File: config.mk
export PLATFORM = sky130hd
export DESIGN_NAME = wb_vga_timing_ctrl_flat
export DESIGN_NICKNAME = d
export VERILOG_FILES = /design/src/rtl/wb_vga_timing_ctrl_pkg.sv /design/src/rtl/wb_vga_timing_ctrl_if.sv /design/src/rtl/wb_vga_timing_ctrl_timing_gen.sv /design/src/rtl/wb_vga_timing_ctrl.sv /design/src/flat_wrapper.sv
export SDC_FILE = /design/constraint.sdc
export NUM_CORES = 1
export LEC_CHECK = 0
export BUFFER_PORTS_ARGS = -buffer_cell sky130_fd_sc_hd__buf_2
export CORE_UTILIZATION = 30
export CTS_CLUSTER_DIAMETER = 120
export DETAILED_ROUTE_END_ITERATION = 12
export PLACE_DENSITY = 0.46
export SLEW_MARGIN = 25
export SYNTH_ARGS = -nofsm -noshare
export SYNTH_HDL_FRONTEND = slang
export SYNTH_HIERARCHICAL = 1
export SYNTH_SLANG_ARGS = --single-unit
File: constraint.sdc
create_clock -name clk -period 8.2 [get_ports clk]
set_input_delay 1.23 -clock clk [delete_from_list [all_inputs] [get_ports clk]]
set_output_delay 1.23 -clock clk [all_outputs]
set_load 0.02 [all_outputs]
File: src/rtl/wb_vga_timing_ctrl_pkg.sv
// Shared register map, bit positions and default 640x480@60 timing for the
// Wishbone VGA timing controller.
package vga_pkg;

  localparam int VGA_CNT_W = 12;

  localparam logic [3:0] OFF_CTRL      = 4'd0;
  localparam logic [3:0] OFF_STATUS    = 4'd1;
  localparam logic [3:0] OFF_H_ACT     = 4'd2;
  localparam logic [3:0] OFF_H_FP      = 4'd3;
  localparam logic [3:0] OFF_H_SW      = 4'd4;
  localparam logic [3:0] OFF_H_BP      = 4'd5;
  localparam logic [3:0] OFF_V_ACT     = 4'd6;
  localparam logic [3:0] OFF_V_FP      = 4'd7;
  localparam logic [3:0] OFF_V_SW      = 4'd8;
  localparam logic [3:0] OFF_V_BP      = 4'd9;
  localparam logic [3:0] OFF_FRAME_CNT = 4'd10;

  localparam int CTRL_EN        = 0;
  localparam int CTRL_H_POL     = 1;
  localparam int CTRL_V_POL     = 2;
  localparam int CTRL_IRQ_EN    = 3;
  localparam int STAT_VBLANK    = 0;
  localparam int STAT_IRQ_PEND  = 1;

  localparam int H_ACT_D = 640;
  localparam int H_FP_D  = 16;
  localparam int H_SW_D  = 96;
  localparam int H_BP_D  = 48;
  localparam int V_ACT_D = 480;
  localparam int V_FP_D  = 10;
  localparam int V_SW_D  = 2;
  localparam int V_BP_D  = 33;

  typedef struct packed {
    logic [VGA_CNT_W-1:0] h_act;
    logic [VGA_CNT_W-1:0] h_fp;
    logic [VGA_CNT_W-1:0] h_sw;
    logic [VGA_CNT_W-1:0] h_bp;
    logic [VGA_CNT_W-1:0] v_act;
    logic [VGA_CNT_W-1:0] v_fp;
    logic [VGA_CNT_W-1:0] v_sw;
    logic [VGA_CNT_W-1:0] v_bp;
  } vga_timing_t;

  function automatic logic [31:0] byte_merge(input logic [31:0] old_val,
                                             input logic [31:0] new_val,
                                             input logic [3:0]  sel);
    logic [31:0] res;
    for (int b = 0; b < 4; b++)
      res[b*8 +: 8] = sel[b] ? new_val[b*8 +: 8] : old_val[b*8 +: 8];
    return res;
  endfunction

endpackage

File: src/rtl/wb_vga_timing_ctrl_if.sv
// Wishbone classic slave bus bundle for the VGA timing controller.
interface wb_vga_timing_ctrl_if #(parameter int DAT_W = 32);
  logic               cyc;
  logic               stb;
  logic               we;
  logic [DAT_W/8-1:0] sel;
  logic [31:0]        adr;
  logic [DAT_W-1:0]   dat;
  logic [DAT_W-1:0]   dout;
  logic               ack;

  modport master (output cyc, stb, we, sel, adr, dat, input dout, ack);
  modport slave  (input cyc, stb, we, sel, adr, dat, output dout, ack);
endinterface

File: src/rtl/wb_vga_timing_ctrl_timing_gen.sv
// Raster h/v counters, region decode and registered video outputs driven by
// the live timing set; flags frame wrap and vblank entry to the register file.
module vga_timing_gen
  import vga_pkg::*;
#(
  parameter int         CNT_W   = VGA_CNT_W,
  parameter logic [1:0] POL_DEF = 2'b00
) (
  input  logic              clk,
  input  logic              rst,
  input  vga_timing_t       tim,
  input  logic              en,
  input  logic              h_pol,
  input  logic              v_pol,
  output logic              h_sync,
  output logic              v_sync,
  output logic              n_blank,
  output logic              n_sync,
  output logic              display_enable,
  output logic [CNT_W-1:0]  row,
  output logic [CNT_W-1:0]  column,
  output logic              frame_wrap,
  output logic              vblank_start,
  output logic              in_vblank
);

  localparam int TW = CNT_W + 2;

  logic [CNT_W-1:0] h_cnt, v_cnt;
  logic [TW-1:0]    h_tot, v_tot, h_cnt_x, v_cnt_x;
  logic [TW-1:0]    hs_beg, hs_end, vs_beg, vs_end;
  logic             h_last, v_last, de, hs_act, vs_act;

  always_comb begin
    h_tot   = TW'(tim.h_act) + TW'(tim.h_fp) + TW'(tim.h_sw) + TW'(tim.h_bp);
    v_tot   = TW'(tim.v_act) + TW'(tim.v_fp) + TW'(tim.v_sw) + TW'(tim.v_bp);
    h_cnt_x = TW'(h_cnt);
    v_cnt_x = TW'(v_cnt);
    hs_beg  = TW'(tim.h_act) + TW'(tim.h_fp);
    hs_end  = hs_beg + TW'(tim.h_sw);
    vs_beg  = TW'(tim.v_act) + TW'(tim.v_fp);
    vs_end  = vs_beg + TW'(tim.v_sw);
    // a zero total never matches, so that counter simply stays at 0
    h_last  = (h_tot != '0) && (h_cnt_x == h_tot - TW'(1));
    v_last  = (v_tot != '0) && (v_cnt_x == v_tot - TW'(1));
    hs_act  = (h_cnt_x >= hs_beg) && (h_cnt_x < hs_end);
    vs_act  = (v_cnt_x >= vs_beg) && (v_cnt_x < vs_end);
    de      = (h_cnt < tim.h_act) && (v_cnt < tim.v_act);
    frame_wrap   = en && h_last && v_last;
    vblank_start = en && h_last && !v_last && (v_cnt_x + TW'(1) == TW'(tim.v_act));
    in_vblank    = (v_cnt >= tim.v_act);
  end

  always_ff @(posedge clk or negedge rst) begin
    if (!rst) begin
      h_cnt <= '0;
      v_cnt <= '0;
    end else if (!en) begin
      h_cnt <= '0;
      v_cnt <= '0;
    end else if (h_last) begin
      h_cnt <= '0;
      v_cnt <= (v_last || v_tot == '0) ? '0 : v_cnt + 1'b1;
    end else if (h_tot != '0) begin
      h_cnt <= h_cnt + 1'b1;
    end
  end

  always_ff @(posedge clk or negedge rst) begin
    if (!rst) begin
      h_sync         <= ~POL_DEF[0];
      v_sync         <= ~POL_DEF[1];
      display_enable <= 1'b0;
      n_blank        <= 1'b0;
      n_sync         <= 1'b1;
      row            <= '0;
      column         <= '0;
    end else if (!en) begin
      h_sync         <= ~h_pol;
      v_sync         <= ~v_pol;
      display_enable <= 1'b0;
      n_blank        <= 1'b0;
      n_sync         <= 1'b1;
      row            <= '0;
      column         <= '0;
    end else begin
      h_sync         <= hs_act ? h_pol : ~h_pol;
      v_sync         <= vs_act ? v_pol : ~v_pol;
      display_enable <= de;
      n_blank        <= de;
      n_sync         <= ~(hs_act | vs_act);
      row            <= v_cnt;
      column         <= h_cnt;
    end
  end

endmodule

File: src/rtl/wb_vga_timing_ctrl.sv
// Wishbone-programmable VGA timing controller: register file, frame-boundary
// shadow copy of the timing set, frame counter and vblank interrupt.
module wb_vga_timing_ctrl
  import vga_pkg::*;
#(
  parameter int         CNT_W     = VGA_CNT_W,
  parameter int         DAT_W     = 32,
  parameter int         H_ACT_DEF = H_ACT_D,
  parameter int         H_FP_DEF  = H_FP_D,
  parameter int         H_SW_DEF  = H_SW_D,
  parameter int         H_BP_DEF  = H_BP_D,
  parameter int         V_ACT_DEF = V_ACT_D,
  parameter int         V_FP_DEF  = V_FP_D,
  parameter int         V_SW_DEF  = V_SW_D,
  parameter int         V_BP_DEF  = V_BP_D,
  parameter logic [1:0] POL_DEF   = 2'b00,
  parameter logic       EN_DEF    = 1'b1
) (
  input  logic                  clk,
  input  logic                  rst,
  wb_vga_timing_ctrl_if.slave   bus,
  output logic                  h_sync,
  output logic                  v_sync,
  output logic                  n_blank,
  output logic                  n_sync,
  output logic                  display_enable,
  output logic [CNT_W-1:0]      row,
  output logic [CNT_W-1:0]      column,
  output logic                  irq
);

  localparam vga_timing_t TIM_DEF = '{
    h_act: VGA_CNT_W'(H_ACT_DEF), h_fp: VGA_CNT_W'(H_FP_DEF),
    h_sw:  VGA_CNT_W'(H_SW_DEF),  h_bp: VGA_CNT_W'(H_BP_DEF),
    v_act: VGA_CNT_W'(V_ACT_DEF), v_fp: VGA_CNT_W'(V_FP_DEF),
    v_sw:  VGA_CNT_W'(V_SW_DEF),  v_bp: VGA_CNT_W'(V_BP_DEF)};

  vga_timing_t      prog, live;
  logic             enable, h_pol, v_pol, irq_en, irq_pend;
  logic [31:0]      frame_cnt;
  logic             frame_wrap, vblank_start, in_vblank;
  logic             req, wr;
  logic [3:0]       off;
  logic [31:0]      wdat;
  logic [3:0]       wsel;
  logic [DAT_W-1:0] rdata;
  logic             unused_adr;

  assign req        = bus.cyc & bus.stb & ~bus.ack;
  assign wr         = req & bus.we;
  assign off        = bus.adr[5:2];
  assign wdat       = 32'(bus.dat);
  assign wsel       = 4'(bus.sel);
  assign unused_adr = ^{bus.adr[31:6], bus.adr[1:0]};

  always_comb begin
    rdata = '0;
    case (off)
      OFF_CTRL:      rdata = DAT_W'({irq_en, v_pol, h_pol, enable});
      OFF_STATUS:    rdata = DAT_W'({irq_pend, in_vblank});
      OFF_H_ACT:     rdata = DAT_W'(prog.h_act);
      OFF_H_FP:      rdata = DAT_W'(prog.h_fp);
      OFF_H_SW:      rdata = DAT_W'(prog.h_sw);
      OFF_H_BP:      rdata = DAT_W'(prog.h_bp);
      OFF_V_ACT:     rdata = DAT_W'(prog.v_act);
      OFF_V_FP:      rdata = DAT_W'(prog.v_fp);
      OFF_V_SW:      rdata = DAT_W'(prog.v_sw);
      OFF_V_BP:      rdata = DAT_W'(prog.v_bp);
      OFF_FRAME_CNT: rdata = DAT_W'(frame_cnt);
      default:       rdata = '0;
    endcase
  end

  always_ff @(posedge clk or negedge rst) begin
    if (!rst) begin
      bus.ack  <= 1'b0;
      bus.dout <= '0;
      enable   <= EN_DEF;
      h_pol    <= POL_DEF[0];
      v_pol    <= POL_DEF[1];
      irq_en   <= 1'b0;
      prog     <= TIM_DEF;
    end else begin
      bus.ack  <= req;
      bus.dout <= (req && !bus.we) ? rdata : '0;
      if (wr) begin
        case (off)
          OFF_CTRL:
            if (wsel[0]) begin
              enable <= wdat[CTRL_EN];
              h_pol  <= wdat[CTRL_H_POL];
              v_pol  <= wdat[CTRL_V_POL];
              irq_en <= wdat[CTRL_IRQ_EN];
            end
          OFF_H_ACT: prog.h_act <= VGA_CNT_W'(byte_merge(32'(prog.h_act), wdat, wsel));
          OFF_H_FP:  prog.h_fp  <= VGA_CNT_W'(byte_merge(32'(prog.h_fp),  wdat, wsel));
          OFF_H_SW:  prog.h_sw  <= VGA_CNT_W'(byte_merge(32'(prog.h_sw),  wdat, wsel));
          OFF_H_BP:  prog.h_bp  <= VGA_CNT_W'(byte_merge(32'(prog.h_bp),  wdat, wsel));
          OFF_V_ACT: prog.v_act <= VGA_CNT_W'(byte_merge(32'(prog.v_act), wdat, wsel));
          OFF_V_FP:  prog.v_fp  <= VGA_CNT_W'(byte_merge(32'(prog.v_fp),  wdat, wsel));
          OFF_V_SW:  prog.v_sw  <= VGA_CNT_W'(byte_merge(32'(prog.v_sw),  wdat, wsel));
          OFF_V_BP:  prog.v_bp  <= VGA_CNT_W'(byte_merge(32'(prog.v_bp),  wdat, wsel));
          default: ;
        endcase
      end
    end
  end

  // live timing only moves at a frame boundary (or freely while stopped)
  always_ff @(posedge clk or negedge rst) begin
    if (!rst) begin
      live      <= TIM_DEF;
      frame_cnt <= '0;
      irq_pend  <= 1'b0;
      irq       <= 1'b0;
    end else begin
      if (!enable || frame_wrap)
        live <= prog;
      if (frame_wrap)
        frame_cnt <= frame_cnt + 32'd1;
      if (vblank_start)
        irq_pend <= 1'b1;
      else if (wr && off == OFF_STATUS && wsel[0] && wdat[STAT_IRQ_PEND])
        irq_pend <= 1'b0;
      irq <= irq_pend & irq_en;
    end
  end

  vga_timing_gen #(.CNT_W(CNT_W), .POL_DEF(POL_DEF)) u_gen (
    .clk            (clk),
    .rst            (rst),
    .tim            (live),
    .en             (enable),
    .h_pol          (h_pol),
    .v_pol          (v_pol),
    .h_sync         (h_sync),
    .v_sync         (v_sync),
    .n_blank        (n_blank),
    .n_sync         (n_sync),
    .display_enable (display_enable),
    .row            (row),
    .column         (column),
    .frame_wrap     (frame_wrap),
    .vblank_start   (vblank_start),
    .in_vblank      (in_vblank)
  );

endmodule

File: src/flat_wrapper.sv
// flat-port wrapper written by rule: the top's interface ports become plain ports
module wb_vga_timing_ctrl_flat import vga_pkg::*;
#(
  parameter int         CNT_W     = VGA_CNT_W,
  parameter int         DAT_W     = 32,
  parameter int         H_ACT_DEF = H_ACT_D,
  parameter int         H_FP_DEF  = H_FP_D,
  parameter int         H_SW_DEF  = H_SW_D,
  parameter int         H_BP_DEF  = H_BP_D,
  parameter int         V_ACT_DEF = V_ACT_D,
  parameter int         V_FP_DEF  = V_FP_D,
  parameter int         V_SW_DEF  = V_SW_D,
  parameter int         V_BP_DEF  = V_BP_D,
  parameter logic [1:0] POL_DEF   = 2'b00,
  parameter logic       EN_DEF    = 1'b1
)
  (clk, rst, h_sync, v_sync, n_blank, n_sync, display_enable, row, column, irq, bus_cyc, bus_stb, bus_we, bus_sel, bus_adr, bus_dat, bus_dout, bus_ack);
  wb_vga_timing_ctrl_if #(.DAT_W(DAT_W)) bus_i ();
  input  logic clk;
  input  logic rst;
  output logic h_sync;
  output logic v_sync;
  output logic n_blank;
  output logic n_sync;
  output logic display_enable;
  output logic [CNT_W-1:0] row;
  output logic [CNT_W-1:0] column;
  output logic irq;
  input wire logic [$bits(bus_i.cyc)-1:0] bus_cyc;
  input wire logic [$bits(bus_i.stb)-1:0] bus_stb;
  input wire logic [$bits(bus_i.we)-1:0] bus_we;
  input wire logic [$bits(bus_i.sel)-1:0] bus_sel;
  input wire logic [$bits(bus_i.adr)-1:0] bus_adr;
  input wire logic [$bits(bus_i.dat)-1:0] bus_dat;
  output wire logic [$bits(bus_i.dout)-1:0] bus_dout;
  output wire logic [$bits(bus_i.ack)-1:0] bus_ack;
  assign bus_i.cyc = bus_cyc;
  assign bus_i.stb = bus_stb;
  assign bus_i.we = bus_we;
  assign bus_i.sel = bus_sel;
  assign bus_i.adr = bus_adr;
  assign bus_i.dat = bus_dat;
  assign bus_dout = bus_i.dout;
  assign bus_ack = bus_i.ack;
  wb_vga_timing_ctrl #(.CNT_W(CNT_W), .DAT_W(DAT_W), .H_ACT_DEF(H_ACT_DEF), .H_FP_DEF(H_FP_DEF), .H_SW_DEF(H_SW_DEF), .H_BP_DEF(H_BP_DEF), .V_ACT_DEF(V_ACT_DEF), .V_FP_DEF(V_FP_DEF), .V_SW_DEF(V_SW_DEF), .V_BP_DEF(V_BP_DEF), .POL_DEF(POL_DEF), .EN_DEF(EN_DEF)) u_core (.clk(clk), .rst(rst), .bus(bus_i), .h_sync(h_sync), .v_sync(v_sync), .n_blank(n_blank), .n_sync(n_sync), .display_enable(display_enable), .row(row), .column(column), .irq(irq));
endmodule
==> impl_results.md <==
- Largest net degree at the start of global routing: 76
- Post-route minimum period: 7650 ps
- Register area share after synthesis: 0.397
- Non-Filler Instances: 2832
- Clock skew: 25.8 ps
- Fin area: 22700 um^2
- Largest family of logic cells by synthesized area: compound AO/OA/AOI/OAI gates
- Cells after Synth: 1856
- Slew Limit Fails: 0
- Vias in the first global route: 14.9k
- Status: completed
- #FFs+latches synth: 315
- Crit path DAT: 8150 ps
- Most area-hungry cell type in the Yosys netlist: dfrtp_1
- Mapped Area: 20000 um^2
- First-pass GRT wire length: 90500 um
- DP Cell Count: 2759
- Synth Net Count: 2082
- GRT Overall Usage: 0.174
- CTS Sinks: 315
- TritonCTS buffer count: 40
- Slew HR: 0.288
- Via count: 14.8k
- Avg Inst Size Synth: 10.8 um^2
- Cells resized by post-CTS repair: 0
- Simple-gate portion of the synthesized area: 0.136
- Die area: 67700 um^2
- Clock slew seen by the registers of the worst setup and hold paths: 60 ps
- Nets: 2163
- Worst Setup End Kind: register
- Filler cell count: 6659
- Die Y-Extent: 260 um
- DRC violations left: 0
- DP Area: 21400 um^2
- Drt total wl: 58500 um
- Final setup TNS: 0 ps
- Mux share of post-synthesis cell area: 0.119
- DP Wirelength: 44100 um
- Count of final setup violators: 0
- Share of the synthesized area in the top cell type: 0.349
- Clk_lat worst skew: 580 ps
- Final hold vios: 0
- RSZ-0062 raised after global routing: false
- CP Data Required Time: 8700 ps
- Core box area: 65900 um^2
- Worst Setup Start Kind: register
- CTS Hold Buffers Added: 0
- Pwr per Cell Area: 209 nW/um^2
- Top cells by area, synth: dfrtp_1, mux2_2, ha_1
- Port Buffers: 85
- Max_cap viols: 0
- Synth cell types: 108
- Design Power: 0.00475 W
- Slew at the pin with the worst max-slew slack: 1070 ps
- Post-synthesis adder-cell area fraction: 0.0980
- Routed WL per cell: 20.7 um
- Die width: 260 um
- Core Rows: 94
- Worst VDD drop: 144 uV
- Initial antenna violation count: 3
- DRC marker count from the first detailed-route iteration: 920
- Top FF cell, synth: dfrtp_1
- Syn. warnings: 6
- GRT overflow: 0
- CTS max path bufs: 3
- Pre-Repair DR Iteration Count: 5
- CP startpoint: u_core/live[37]$_DFFE_PN0P_
- Share of layout cells above drive strength 1: 0.249
- Synth Area in XOR/XNOR: 0.0680
- Leakage: 10.8 nW
- Tcrit/Tclk final: 0.933
- Worst Hold Class: register to register
- Root Driver: clkbuf_16
- Vias per cell: 5.24
- Synth cell count leaders: dfrtp_1, mux2_2, ha_1
- Post-CTS Setup Bufs: 0
- CTS tree: done
- Setup CP Type: register to register
- # IOs: 136
- Async SR Flop Fraction: 1.00
- R2r startpoint: u_core/live[37]$_DFFE_PN0P_
- Initial core utilization: 0.304
- Final GP Congestion: 0.848
- Most frequent cell after synthesis: dfrtp_1
- H-tree levels: 2
- Fmax: 131 MHz
- Compound-Gate Fraction of Synth Area: 0.144
- EDFF count, synth: 0
- CP Max Fanout: 10
- Area growth syn-to-layout: 13.6%
- Hold Path Origin: u_core/frame_cnt[31]$_DFFE_PN0P_
- Final Core Density: 0.345
- Routed Antenna Nets: 0
area by class of cell:
| cell class | instances | area, um^2 | area share |
|---|---|---|---|
| Multi-Input combinational cell | 1354 | 11300 | 0.498 |
| Sequential cell | 315 | 7930 | 0.349 |
| Tap cell | 864 | 1080 | 0.0476 |
| Clock buffer | 53 | 1080 | 0.0475 |
| Timing Repair Buffer | 107 | 617 | 0.0272 |
| Inverter | 119 | 447 | 0.0197 |
| Clock inverter | 19 | 240 | 0.0106 |
| Antenna cell | 1 | 2.50 | 0.000110 |
through the flow:
step	worst slack (ps)	hold WS, ps
after CTS	332	473
after floorplan	1600	415
after global placement	480	459
after detailed placement	386	454
after global routing	87.0	492
final	549	466
layer usage:
layer	part of all wire	vias up	global-route usage
met3	0.053	78	0.0304
met5	0.00060	-	0
met2	0.44	356	0.267
met1	0.48	7430	0.250
met4	0.022	6	0.0478
li1	-	6961	-
sequential cells by signal (all words and copies together), names as in the netlist, 12 cells and up:
| signal | count |
|---|---|
| u_core/prog | 96 |
| u_core/u_gen/v_cnt | 12 |
| u_core/bus.dout | 32 |
| u_core/u_gen/h_cnt | 12 |
| u_core/frame_cnt | 32 |
| u_core/u_gen/column | 12 |
| u_core/u_gen/row | 12 |
| u_core/live | 96 |
cell families (layout without fill, tap and decap cells):
family | after synthesis | in the layout
AOI/OAI and AO/OA | 388 | 388
xor gates and xnor gates | 147 | 147
adders and majority gates | 153 | 153
buffers and inverters | 187 | 298
DFF | 315 | 315
muxes | 210 | 210
other | 0 | 1
and+or+nand+nor | 456 | 456
path summary, 6_finish.rpt:
kind | endpoint | slack [ps] | cells after the start
worst max-delay path | u_core/frame_cnt[31]$_DFFE_PN0P_ | 550 | 27
worst min-delay path | u_core/frame_cnt[31]$_DFFE_PN0P_ | 470 | 1
worst max register to register | u_core/frame_cnt[31]$_DFFE_PN0P_ | 550 | 27
worst min register to register | u_core/frame_cnt[31]$_DFFE_PN0P_ | 470 | 1
max in group asynchronous | u_core/u_gen/v_cnt[11]$_DFFE_PN0P_ | 5640 | 3
min in group asynchronous | u_core/live[49]$_DFFE_PN0P_ | 620 | 1
where the power goes:
part	switching, W	internal (W)
clock network	0.000723	0.00106
registers	0.0000803	0.00164
logic	0.000724	0.000519
placed cells by master (no fill, tap or decap), types with 13 or more instances in the layout:
cell type and count:
dfrtp_1 279, mux2_2 204, ha_1 147, inv_1 119
xnor2_1 88, buf_2 84, nand2_1 79, a21oi_1 77
a21o_1 60, nor2_1 56, xor2_1 53, and2_1 46
o21ai_0 41, clkbuf_16 40, nand3_1 40, dfstp_2 36
nand2b_1 30, and3_1 26, nor3_1 25, a31oi_1 20
buf_4 20, nand4_1 19, nor2b_1 18, a22o_1 13
o21bai_1 13, or3_1 13
critical path: stages (launching register included):
cell	delay [ps]
dfrtp_1	560
inv_1	230
fa_1	470
nor2b_1	190
o31a_1	190
xor2_1	200
ha_1	320
and3_1	210
a221o_1	390
a31o_2	290
a21o_1	180
a21oi_1	180
xnor2_1	170
ha_1	330
o21ai_0	100
a21oi_1	60
or2_2	290
or3_1	330
a211o_1	310
nor4b_1	280
mux2i_1	140
a21oi_1	330
o21a_1	290
and3_4	350
nand4_1	160
or4_4	560
nor4_4	250
xor2_1	160
(Power assumes the default switching activity.)
